File: config.mk
export PLATFORM = sky130hd
export DESIGN_NAME = bit_stream_sync_ctrl
export DESIGN_NICKNAME = d
export VERILOG_FILES = /design/src/rtl/bit_stream_pkg.sv /design/src/rtl/sync_word_match.sv /design/src/rtl/bit_stream_sync_ctrl.sv
export SDC_FILE = /design/constraint.sdc
export NUM_CORES = 1
export LEC_CHECK = 0
export CAP_MARGIN = 40
export CORE_MARGIN = 2
export CORE_UTILIZATION = 58
export CTS_CLUSTER_SIZE = 20
export DETAILED_ROUTE_END_ITERATION = 16
export GPL_TIMING_DRIVEN = 0
export MAX_ROUTING_LAYER = met4
export PLACE_DENSITY = 0.87
export SLEW_MARGIN = 10
export SYNTH_ARGS = -nofsm -noshare
export SYNTH_HDL_FRONTEND = slang
export SYNTH_HIERARCHICAL = 1
export SYNTH_SLANG_ARGS = --single-unit
File: constraint.sdc
create_clock -name clk -period 5.8 [get_ports clk]
set_input_delay 1.45 -clock clk [delete_from_list [all_inputs] [get_ports clk]]
set_output_delay 1.45 -clock clk [all_outputs]
set_load 0.01 [all_outputs]
File: src/rtl/bit_stream_pkg.sv
// Shared types and defaults for the bit-stream frame synchroniser.
package bit_stream_pkg;

  typedef enum logic [1:0] {S_IDLE, S_HUNT, S_VERIFY, S_LOCKED} sync_state_e;

  localparam logic [3:0] DEF_SYNC_WORD = 4'b1001;

endpackage

File: src/rtl/sync_word_match.sv
// Sync-word shift register and comparator; hit is combinational on the bit being accepted.
// Optional SYNC_INVERT_EN adds a match on the inverted sync word.
module sync_word_match
  import bit_stream_pkg::*;
#(
  parameter int                SYNC_W    = 4,
  parameter logic [SYNC_W-1:0] SYNC_WORD = DEF_SYNC_WORD
) (
  input  logic clk,
  input  logic rst_n,
  input  logic i_clr,
  input  logic i_vld,
  input  logic i_din,
`ifdef SYNC_INVERT_EN
  output logic o_hit_inv,
`endif
  output logic o_hit
);

  // Only the previous SYNC_W-1 bits need storing; the incoming bit completes the word.
  logic [SYNC_W-2:0] r_sr;
  logic [SYNC_W-1:0] w_word;

  assign w_word = {r_sr, i_din};

  always_ff @(posedge clk or negedge rst_n) begin
    if (!rst_n) begin
      r_sr <= '0;
    end else if (i_clr) begin
      r_sr <= '0;
    end else if (i_vld) begin
      r_sr <= w_word[SYNC_W-2:0];
    end
  end

  assign o_hit = i_vld && (w_word == SYNC_WORD);

`ifdef SYNC_INVERT_EN
  assign o_hit_inv = i_vld && (w_word == ~SYNC_WORD);
`endif

endmodule

File: src/rtl/bit_stream_sync_ctrl.sv
// Frame sync controller (hunt/verify/lock, flywheel, sync stripping); optional SYNC_INVERT_EN.
// Outputs registered one cycle after each valid bit; din_valid=0 freezes all state, pulses drop.
module bit_stream_sync_ctrl
  import bit_stream_pkg::*;
#(
  parameter int                SYNC_W      = 4,
  parameter logic [SYNC_W-1:0] SYNC_WORD   = DEF_SYNC_WORD,
  parameter int                FRAME_LEN   = 16,
  parameter int                CONFIRM_CNT = 2,
  parameter int                MISS_CNT    = 3
) (
  input  logic                         clk,
  input  logic                         rst_n,
  input  logic                         enable,
  input  logic                         din_valid,
  input  logic                         din,
  output logic                         locked,
  output logic                         dout_valid,
  output logic                         dout,
  output logic [$clog2(FRAME_LEN)-1:0] bit_idx,
  output logic                         frame_start,
`ifdef SYNC_INVERT_EN
  output logic                         inv_pol,
`endif
  output logic                         sync_lost
);

  localparam int PW = $clog2(FRAME_LEN);
  localparam int CW = $clog2(CONFIRM_CNT + 1);
  localparam int MW = $clog2(MISS_CNT + 1);
  localparam logic [PW-1:0] POS_LAST = PW'(FRAME_LEN - 1);
  localparam logic [PW-1:0] PAY_LAST = PW'(FRAME_LEN - SYNC_W - 1);
  localparam logic [CW-1:0] CONF_TGT = CW'(CONFIRM_CNT);
  localparam logic [MW-1:0] MISS_TGT = MW'(MISS_CNT);

  sync_state_e   r_state;
  logic [PW-1:0] r_pos;
  logic [CW-1:0] r_conf;
  logic [MW-1:0] r_miss;
  logic          r_locked;
  logic          r_dout_vld;
  logic          r_dout;
  logic [PW-1:0] r_bit_idx;
  logic          r_frame_start;
  logic          r_sync_lost;

  logic          w_hit;
  logic          w_hunt_hit;
  logic          w_cp_hit;
  logic          w_dbit;
  logic          w_chk;
  logic          w_payload;
  logic [PW-1:0] w_pos_nxt;
  logic [CW-1:0] w_conf_inc;
  logic [MW-1:0] w_miss_inc;

`ifdef SYNC_INVERT_EN
  logic          w_hit_inv;
  logic          r_inv;
`endif

  sync_word_match #(
    .SYNC_W    (SYNC_W),
    .SYNC_WORD (SYNC_WORD)
  ) u_match (
    .clk       (clk),
    .rst_n     (rst_n),
    .i_clr     (!enable),
    .i_vld     (din_valid),
    .i_din     (din),
`ifdef SYNC_INVERT_EN
    .o_hit_inv (w_hit_inv),
`endif
    .o_hit     (w_hit)
  );

  // Once locked to a polarity, checkpoints only accept a word of that same polarity.
`ifdef SYNC_INVERT_EN
  assign w_hunt_hit = w_hit | w_hit_inv;
  assign w_cp_hit   = r_inv ? w_hit_inv : w_hit;
  assign w_dbit     = din ^ r_inv;
  assign inv_pol    = r_locked & r_inv;
`else
  assign w_hunt_hit = w_hit;
  assign w_cp_hit   = w_hit;
  assign w_dbit     = din;
`endif

  assign w_chk      = (r_pos == POS_LAST);
  assign w_payload  = (r_pos <= PAY_LAST);
  assign w_pos_nxt  = w_chk ? '0 : r_pos + 1'b1;
  assign w_conf_inc = r_conf + 1'b1;
  assign w_miss_inc = r_miss + 1'b1;

  always_ff @(posedge clk or negedge rst_n) begin
    if (!rst_n) begin
      r_state       <= S_IDLE;
      r_pos         <= '0;
      r_conf        <= '0;
      r_miss        <= '0;
      r_locked      <= 1'b0;
      r_dout_vld    <= 1'b0;
      r_dout        <= 1'b0;
      r_bit_idx     <= '0;
      r_frame_start <= 1'b0;
      r_sync_lost   <= 1'b0;
`ifdef SYNC_INVERT_EN
      r_inv         <= 1'b0;
`endif
    end else begin
      r_dout_vld    <= 1'b0;
      r_frame_start <= 1'b0;
      r_sync_lost   <= 1'b0;
      if (!enable) begin
        r_state   <= S_IDLE;
        r_pos     <= '0;
        r_conf    <= '0;
        r_miss    <= '0;
        r_locked  <= 1'b0;
        r_dout    <= 1'b0;
        r_bit_idx <= '0;
`ifdef SYNC_INVERT_EN
        r_inv     <= 1'b0;
`endif
      end else begin
        case (r_state)
          S_IDLE: r_state <= S_HUNT;

          S_HUNT: begin
            // The bit after a hunt hit is frame position 0.
            if (w_hunt_hit) begin
              r_pos  <= '0;
              r_conf <= CW'(1);
`ifdef SYNC_INVERT_EN
              r_inv  <= w_hit_inv;
`endif
              if (CONFIRM_CNT == 1) begin
                r_state  <= S_LOCKED;
                r_locked <= 1'b1;
              end else begin
                r_state <= S_VERIFY;
              end
            end
          end

          S_VERIFY: begin
            if (din_valid) begin
              r_pos <= w_pos_nxt;
              if (w_chk) begin
                if (w_cp_hit) begin
                  r_conf <= w_conf_inc;
                  if (w_conf_inc == CONF_TGT) begin
                    r_state  <= S_LOCKED;
                    r_locked <= 1'b1;
                  end
                end else begin
                  r_state <= S_HUNT;
                  r_conf  <= '0;
                end
              end
            end
          end

          S_LOCKED: begin
            if (din_valid) begin
              r_pos <= w_pos_nxt;
              if (w_payload) begin
                r_dout_vld    <= 1'b1;
                r_dout        <= w_dbit;
                r_bit_idx     <= r_pos;
                r_frame_start <= (r_pos == '0);
              end
              // Flywheel: isolated misses are tolerated until MISS_CNT in a row.
              if (w_chk) begin
                if (w_cp_hit) begin
                  r_miss <= '0;
                end else if (w_miss_inc == MISS_TGT) begin
                  r_state     <= S_HUNT;
                  r_locked    <= 1'b0;
                  r_sync_lost <= 1'b1;
                  r_miss      <= '0;
                  r_conf      <= '0;
                end else begin
                  r_miss <= w_miss_inc;
                end
              end
            end
          end

          default: r_state <= S_IDLE;
        endcase
      end
    end
  end

  assign locked      = r_locked;
  assign dout_valid  = r_dout_vld;
  assign dout        = r_dout;
  assign bit_idx     = r_bit_idx;
  assign frame_start = r_frame_start;
  assign sync_lost   = r_sync_lost;

endmodule
==> results of run 1 <==
## metrics by stage
stage	cells	util	setup WS (ps)	hold WS, ps
after floorplan	112	-	2842	481.1
after global placement	152	0.6959	2033	486.0
after detailed placement	153	0.7036	2022	481.3
after CTS	157	0.7307	2351	519.2
after global routing	157	0.7307	2231	541.6
final	157	0.7307	2338	517.4
## cells in the mapped netlist (all sizes together)
cell type   n  area (um2)
o21bai      1       11.26
nor2        9       33.78
nand4       1       6.260
o31ai       2       15.01
a32o        2       21.27
nor4b       2       17.52
nand2b      3       18.77
a22o        6       52.55
o21ai       7       35.03
a211oi      2       25.02
clkbuf      2       21.27
mux2        1       11.26
a21o        1       7.510
a31oi       1       6.260
o21a        2       15.01
nor3        4       20.02
inv         9       33.78
and4b       1       10.01
or3         2       12.51
nand2       7       26.28
or3b        1       11.26
a221o       1       10.01
nand3       3       20.02
a21oi       4       20.02
o211ai      1       7.510
mux2i       6       60.06
dfrtp      22       550.5
ha          7       87.58
nand4b      1       8.760
buf         1       11.26
## registers in the layout, indices dropped and copies added, names as in the netlist
name and count:
u_match/r_sr 3, r_state 2, bit_idx 4, sync_lost 1, frame_start 1, r_pos 4
r_conf 2, r_miss 2, dout_valid 1, dout 1, locked 1
## area by class of cell
cell class                      count  share of cell area
Clock buffer                        3             0.01587
Buffer                              3             0.02293
Tap cell                           27             0.02381
Inverter                            9             0.02381
Timing Repair Buffer               14              0.1023
Clock inverter                      1             0.02116
Multi-Input combinational cell     78              0.4021
Sequential cell                    22              0.3880
## critical path, delay by kind of cell
kind | cells | cell delay [ps]
and+or+nand+nor | 3 | 760
buffers and inverters | 1 | 580
AOI/OAI and AO/OA | 2 | 530
muxes | 1 | 350
## logic make-up after synthesis
group | after synthesis
compound gates | 30
fa+ha+maj | 7
buf+inv | 12
flops | 22
mux | 7
simple gates | 34
## how the worst max path moves through the flow
stage                   start                      to  slack [ps]  depth (start not counted)
detailed placement  din_valid  r_state[1]$_DFFE_PN0P_        2020                          7
CTS                 din_valid  r_state[1]$_DFFE_PN0P_        2350                          7
global route        din_valid  r_state[1]$_DFFE_PN0P_        2230                          7
floorplan           din_valid  r_state[1]$_DFFE_PN0P_        2840                          6
finish              din_valid  r_state[1]$_DFFE_PN0P_        2340                          7
global placement    din_valid  r_state[1]$_DFFE_PN0P_        2030                          7
## per-layer routing
| metal | routed length (um) | track usage | share of wire | vias to the layer above |
|---|---|---|---|---|
| li1 | - | - | - | 445 |
| met1 | 999 | 0.2621 | 0.43 | 444 |
| met2 | 1221 | 0.3649 | 0.52 | 17 |
| met3 | 84 | 0.03988 | 0.036 | 4 |
| met4 | 25 | 0.08571 | 0.011 | 0 |
| met5 | 0 | - | 0 | - |
## where the power goes
part	internal [mW]	switching, mW	leakage (nW)	total (mW)
Combinational	0.0512	0.0642	0.323	0.115
Clock	0.0699	0.0497	0.0279	0.120
Sequential	0.166	0.0125	0.301	0.179
Total	0.287	0.126	0.652	0.414
==> impl_metrics.json, run 1 <==
{
  "drc": 0,
  "status": "finished clean",
  "clock-sinks": 22,
  "syn_to_final_growth_pct": 19.49,
  "max_stage_delay_ps": 580,
  "ir_worst_vdd_mv": 0.2357,
  "drive_above_1_share": 0.1077,
  "routedWlPerCell_um": 14.84,
  "endpoint_kind": "flop",
  "cts_buffer_depth": 2,
  "yosysSeqAreaShare": 0.4636,
  "avgSynthCellArea_um2": 10.60,
  "hold_depth": 1,
  "clkTransAtPathRegs_ps": 130,
  "arrival_ps": 3680,
  "timing.rr.end": "r_state[1]$_DFFE_PN0P_",
  "wirelength_um": 2330,
  "synth-xor-area-share": 0,
  "synth_compound_area_frac": 0.1907,
  "max_freq_ghz": 0.2889,
  "min_from": "bit_idx[2]$_DFFE_PN0P_",
  "drtIter0Drc": 24,
  "synth_fa_ha_area_frac": 0.07376,
  "drv_cap": 0,
  "synth_top_family_by_area": "compound AO/OA/AOI/OAI gates",
  "yosys.area_share.simple": 0.1560,
  "n_antenna_cell": 0,
  "htreeDepth": 1,
  "core_area_um2": 1942,
  "cts_tree": "done",
  "leakage_nw": 0.6515,
  "ff2ff_setup_slack_ps": 3750,
  "netlist_area_um2": 1187,
  "period_share": 0.5969,
  "synth_cell_types": 34,
  "hpwl_um": 1727,
  "tns_ps": 0,
  "required_ps": 6010,
  "path_class": "in -> reg",
  "rows": 16,
  "seqCellArea_um2": 550.5,
  "holdCritPathClass": "reg -> reg",
  "ys_seq_elements": 22,
  "cellPowerDensity_nw_per_um2": 291.5,
  "via_count": 910,
  "firstDrtPassIters": 4,
  "worst_path_max_delay_cell": "clkdlybuf4s50_1",
  "hold_buffers": 0,
  "worst_hold_path.endpoint": "bit_idx[2]$_DFFE_PN0P_",
  "start_kind": "input pin",
  "yosys_warnings": 6,
  "fill_cells": 143,
  "grt_antenna_before_repair": 0,
  "rsz0062_at_grt": "no",
  "io_buffers": 13,
  "grt_max_degree": 14,
  "r2r-start": "u_match/r_sr[1]$_DFFE_PN0P_",
  "post_cts_buffers": 0,
  "crit_fanout": 9,
  "place_area_um2": 1366,
  "gp_congestion": 0.9182,
  "die_h_um": 49.25,
  "multi_input_area_um2": 570.5,
  "fin_area_um2": 1419,
  "synthesis.nets": 124,
  "nets": 143,
  "grt_use_total": 0.2188,
  "grt_pass1_wl_um": 3967,
  "hold_violations": 0,
  "cts_resized": 0,
  "start_util": 0.6115,
  "finalSetupViolCount": 0,
  "muxShareOfSynthArea": 0.06006,
  "power_mw": 0.4136,
  "slew-limit-headroom": 0.6391,
  "viasPerCell": 5.796,
  "ant_nets": 0,
  "dieArea_um2": 2425,
  "path_cells": "clkdlybuf4s50_1 > nand4b_1 > nor2_1 > or3b_4 > a32o_2 > a211oi_2 > mux2_1",
  "ios": 14,
  "grt_overflow": 0,
  "tightestPinTransition_ps": 539.7,
  "syn_inst": 112,
  "layout_commonest_cell": "dfrtp_1",
  "die_w_um": 49.25,
  "drv_slew": 0,
  "cts-root-buf": "clkbuf_4",
  "worst_skew_pair.late_latency_ps": 320,
  "grt_pass1_vias": 889,
  "final_cell_mix": "dfrtp_1, clkdlybuf4s50_1, inv_1, nor2_1",
  "cts_buffers": 3,
  "r2r_cells": 6,
  "finalCriticalPeriod_ps": 3462,
  "fin_skew_ps": 2.873
}
(Power assumes the default switching activity.)
==> run 2, diff against run 1 <==
--- a/config.mk
+++ b/config.mk
@@ -7,12 +7,12 @@
 export LEC_CHECK = 0
 export CAP_MARGIN = 40
 export CORE_MARGIN = 2
-export CORE_UTILIZATION = 58
+export CORE_UTILIZATION = 49
 export CTS_CLUSTER_SIZE = 20
 export DETAILED_ROUTE_END_ITERATION = 16
 export GPL_TIMING_DRIVEN = 0
 export MAX_ROUTING_LAYER = met4
-export PLACE_DENSITY = 0.87
+export PLACE_DENSITY = 0.79
 export SLEW_MARGIN = 10
 export SYNTH_ARGS = -nofsm -noshare
 export SYNTH_HDL_FRONTEND = slang
==> constraint.sdc (replaced) <==
create_clock -name clk -period 3.09 [get_ports clk]
set_input_delay 0.7725 -clock clk [delete_from_list [all_inputs] [get_ports clk]]
set_output_delay 0.7725 -clock clk [all_outputs]
set_load 0.01 [all_outputs]
==> run 2 against run 1 <==
Compared with the run above: utilization shrank 10 points; via count shrank 0.99%; global-route usage shrank 2.3 points; clock skew grew 6.6 ps; cell count grew 0.64%; sequential share of layout area is essentially flat; routed wire length shrank 2.5%.
==> impl_metrics.json, run 2 (synthesized netlist as in run 1, its figures left out) <==
{
  "nets": 143,
  "leakage_nw": 0.6515,
  "worst_path_max_delay_cell": "clkdlybuf4s50_1",
  "path_class": "in -> reg",
  "fin_ws_ps": 293.2,
  "die_h_um": 53.23,
  "rows": 17,
  "ant_nets": 0,
  "die_w_um": 53.23,
  "finalSetupViolCount": 0,
  "hold_violations": 0,
  "wirelength_um": 2272,
  "crit_fanout": 9,
  "finalCriticalPeriod_ps": 2797,
  "grt_max_degree": 16,
  "viasPerCell": 5.703,
  "endpoint_kind": "flop",
  "routedWlPerCell_um": 14.38,
  "status": "finished clean",
  "final_cell_mix": "dfrtp_1, clkdlybuf4s50_1, inv_1, nor2_1",
  "cts_resized": 0,
  "tightestPinTransition_ps": 509.9,
  "pre_cts_ws_ps": -50.30,
  "holdCritPathClass": "reg -> reg",
  "grt_use_total": 0.1959,
  "fin_skew_ps": 9.431,
  "rsz0062_at_grt": "no",
  "ir_worst_vdd_mv": 0.4691,
  "grt_pass1_wl_um": 3836,
  "grt_antenna_before_repair": 0,
  "arrival_ps": 2990,
  "dieArea_um2": 2833,
  "layout_commonest_cell": "dfrtp_1",
  "hold_buffers": 0,
  "worst_skew_pair.late_latency_ps": 310,
  "start_util": 0.5266,
  "clkTransAtPathRegs_ps": 120,
  "drc": 0,
  "grt_pass1_vias": 842,
  "gp_congestion": 0.7752,
  "core_area_um2": 2255,
  "drtIter0Drc": 9,
  "cellPowerDensity_nw_per_um2": 542.0,
  "drv_cap": 0,
  "hpwl_um": 1707,
  "htreeDepth": 1,
  "period_share": 0.9051,
  "drv_slew": 0,
  "path_cells": "clkdlybuf4s50_1 > nand4b_1 > nor2_1 > or3b_4 > a32o_2 > a211oi_2 > mux2_1",
  "max_freq_ghz": 0.3576,
  "io_buffers": 13,
  "post_cts_buffers": 0,
  "cts-root-buf": "clkbuf_4",
  "cts_tree": "done",
  "drive_above_1_share": 0.1077,
  "max_stage_delay_ps": 590,
  "clock-sinks": 22,
  "utilization": 0.6299,
  "firstDrtPassIters": 4,
  "cts_buffers": 3,
  "cts_buffer_depth": 2,
  "ios": 14,
  "grt_overflow": 0,
  "n_antenna_cell": 0,
  "slew-limit-headroom": 0.6601,
  "required_ps": 3290,
  "via_count": 901,
  "syn_to_final_growth_pct": 19.60,
  "start_kind": "input pin"
}
## run 2: cell counts in the layout (fill, tap and decap cells not counted)
No cell type changed its count.
## run 2: final timing paths
path | from | end | slack (ps) | depth (start not counted)
worst max-delay path | din_valid | r_state[1]$_DFFE_PN0P_ | 290 | 7
worst min-delay path | bit_idx[0]$_DFFE_PN0P_ | bit_idx[0]$_DFFE_PN0P_ | 520 | 1
worst max register to register | u_match/r_sr[1]$_DFFE_PN0P_ | r_state[1]$_DFFE_PN0P_ | 1060 | 6
worst min register to register | bit_idx[0]$_DFFE_PN0P_ | bit_idx[0]$_DFFE_PN0P_ | 520 | 1
max in group asynchronous | rst_n | u_match/r_sr[2]$_DFFE_PN0P_ | 1910 | 2
min in group asynchronous | rst_n | locked$_DFFE_PN0P_ | 740 | 1
## run 2: power by group
part / internal (mW) / switching, mW
clock: 0.131 / 0.0862
sequential: 0.312 / 0.0230
combinational: 0.0970 / 0.121
## run 2: routing by layer
metal	part of all wire	global-route usage	vias to the layer above
met3	0.047	0.06215	2
met5	0	-	-
met1	0.46	0.2563	430
met4	0.0044	0.03419	0
met2	0.49	0.3025	25
li1	-	-	444
## run 2: area by class of cell
class | instances | area [um2]
Multi-Input combinational cell | 78 | 570.5
Fill cell | 196 | 834.6
Clock inverter | 1 | 30.03
Clock buffer | 3 | 22.52
Buffer | 3 | 32.53
Sequential cell | 22 | 550.5
Timing Repair Buffer | 14 | 145.1
Inverter | 9 | 33.78
Tap cell | 28 | 35.03
## run 2: worst max-delay path, delay by kind of cell
family,cells,cell delay [ps]
compound gates,2,540
buf+inv,1,590
simple gates,3,750
mux,1,350
## run 2: through the flow
step | cells | hold WS, ps | power (mW) | TNS (ps) | cell area (um2)
3_5_place_dp | 154 | 493.0 | 0.5566 | -50.30 | 1368
5_1_grt | 158 | 549.4 | 0.8267 | 0 | 1420
6_report | 158 | 517.6 | 0.7698 | 0 | 1420
2_1_floorplan | 112 | 476.9 | 0.4993 | 0 | 1187
3_3_place_gp | 153 | 486.7 | 0.5404 | 0 | 1353
4_1_cts | 158 | 521.9 | 0.7735 | 0 | 1420
==> run 3, diff against run 2 <==
--- a/config.mk
+++ b/config.mk
@@ -7,12 +7,12 @@
 export LEC_CHECK = 0
 export CAP_MARGIN = 40
 export CORE_MARGIN = 2
-export CORE_UTILIZATION = 49
+export CORE_UTILIZATION = 58
 export CTS_CLUSTER_SIZE = 20
 export DETAILED_ROUTE_END_ITERATION = 16
 export GPL_TIMING_DRIVEN = 0
 export MAX_ROUTING_LAYER = met4
-export PLACE_DENSITY = 0.79
+export PLACE_DENSITY = 0.87
 export SLEW_MARGIN = 10
 export SYNTH_ARGS = -nofsm -noshare
 export SYNTH_HDL_FRONTEND = slang
==> constraint.sdc (replaced) <==
create_clock -name clk -period 3.5 [get_ports clk]
set_input_delay 0.875 -clock clk [delete_from_list [all_inputs] [get_ports clk]]
set_output_delay 0.875 -clock clk [all_outputs]
set_load 0.01 [all_outputs]
==> results of run 3 <==
Same layout as run 1 (identical final DEF). Status: finished clean.
Among the figures that moved: setup slack after placement 2022 ps -> 297.3 ps; setup slack after layout 2338 ps -> 613.0 ps; register-to-register setup slack 3750 ps -> 1450 ps; total power 0.4136 mW -> 0.6854 mW; worst IR drop on VDD 0.2357 mV -> 0.3907 mV
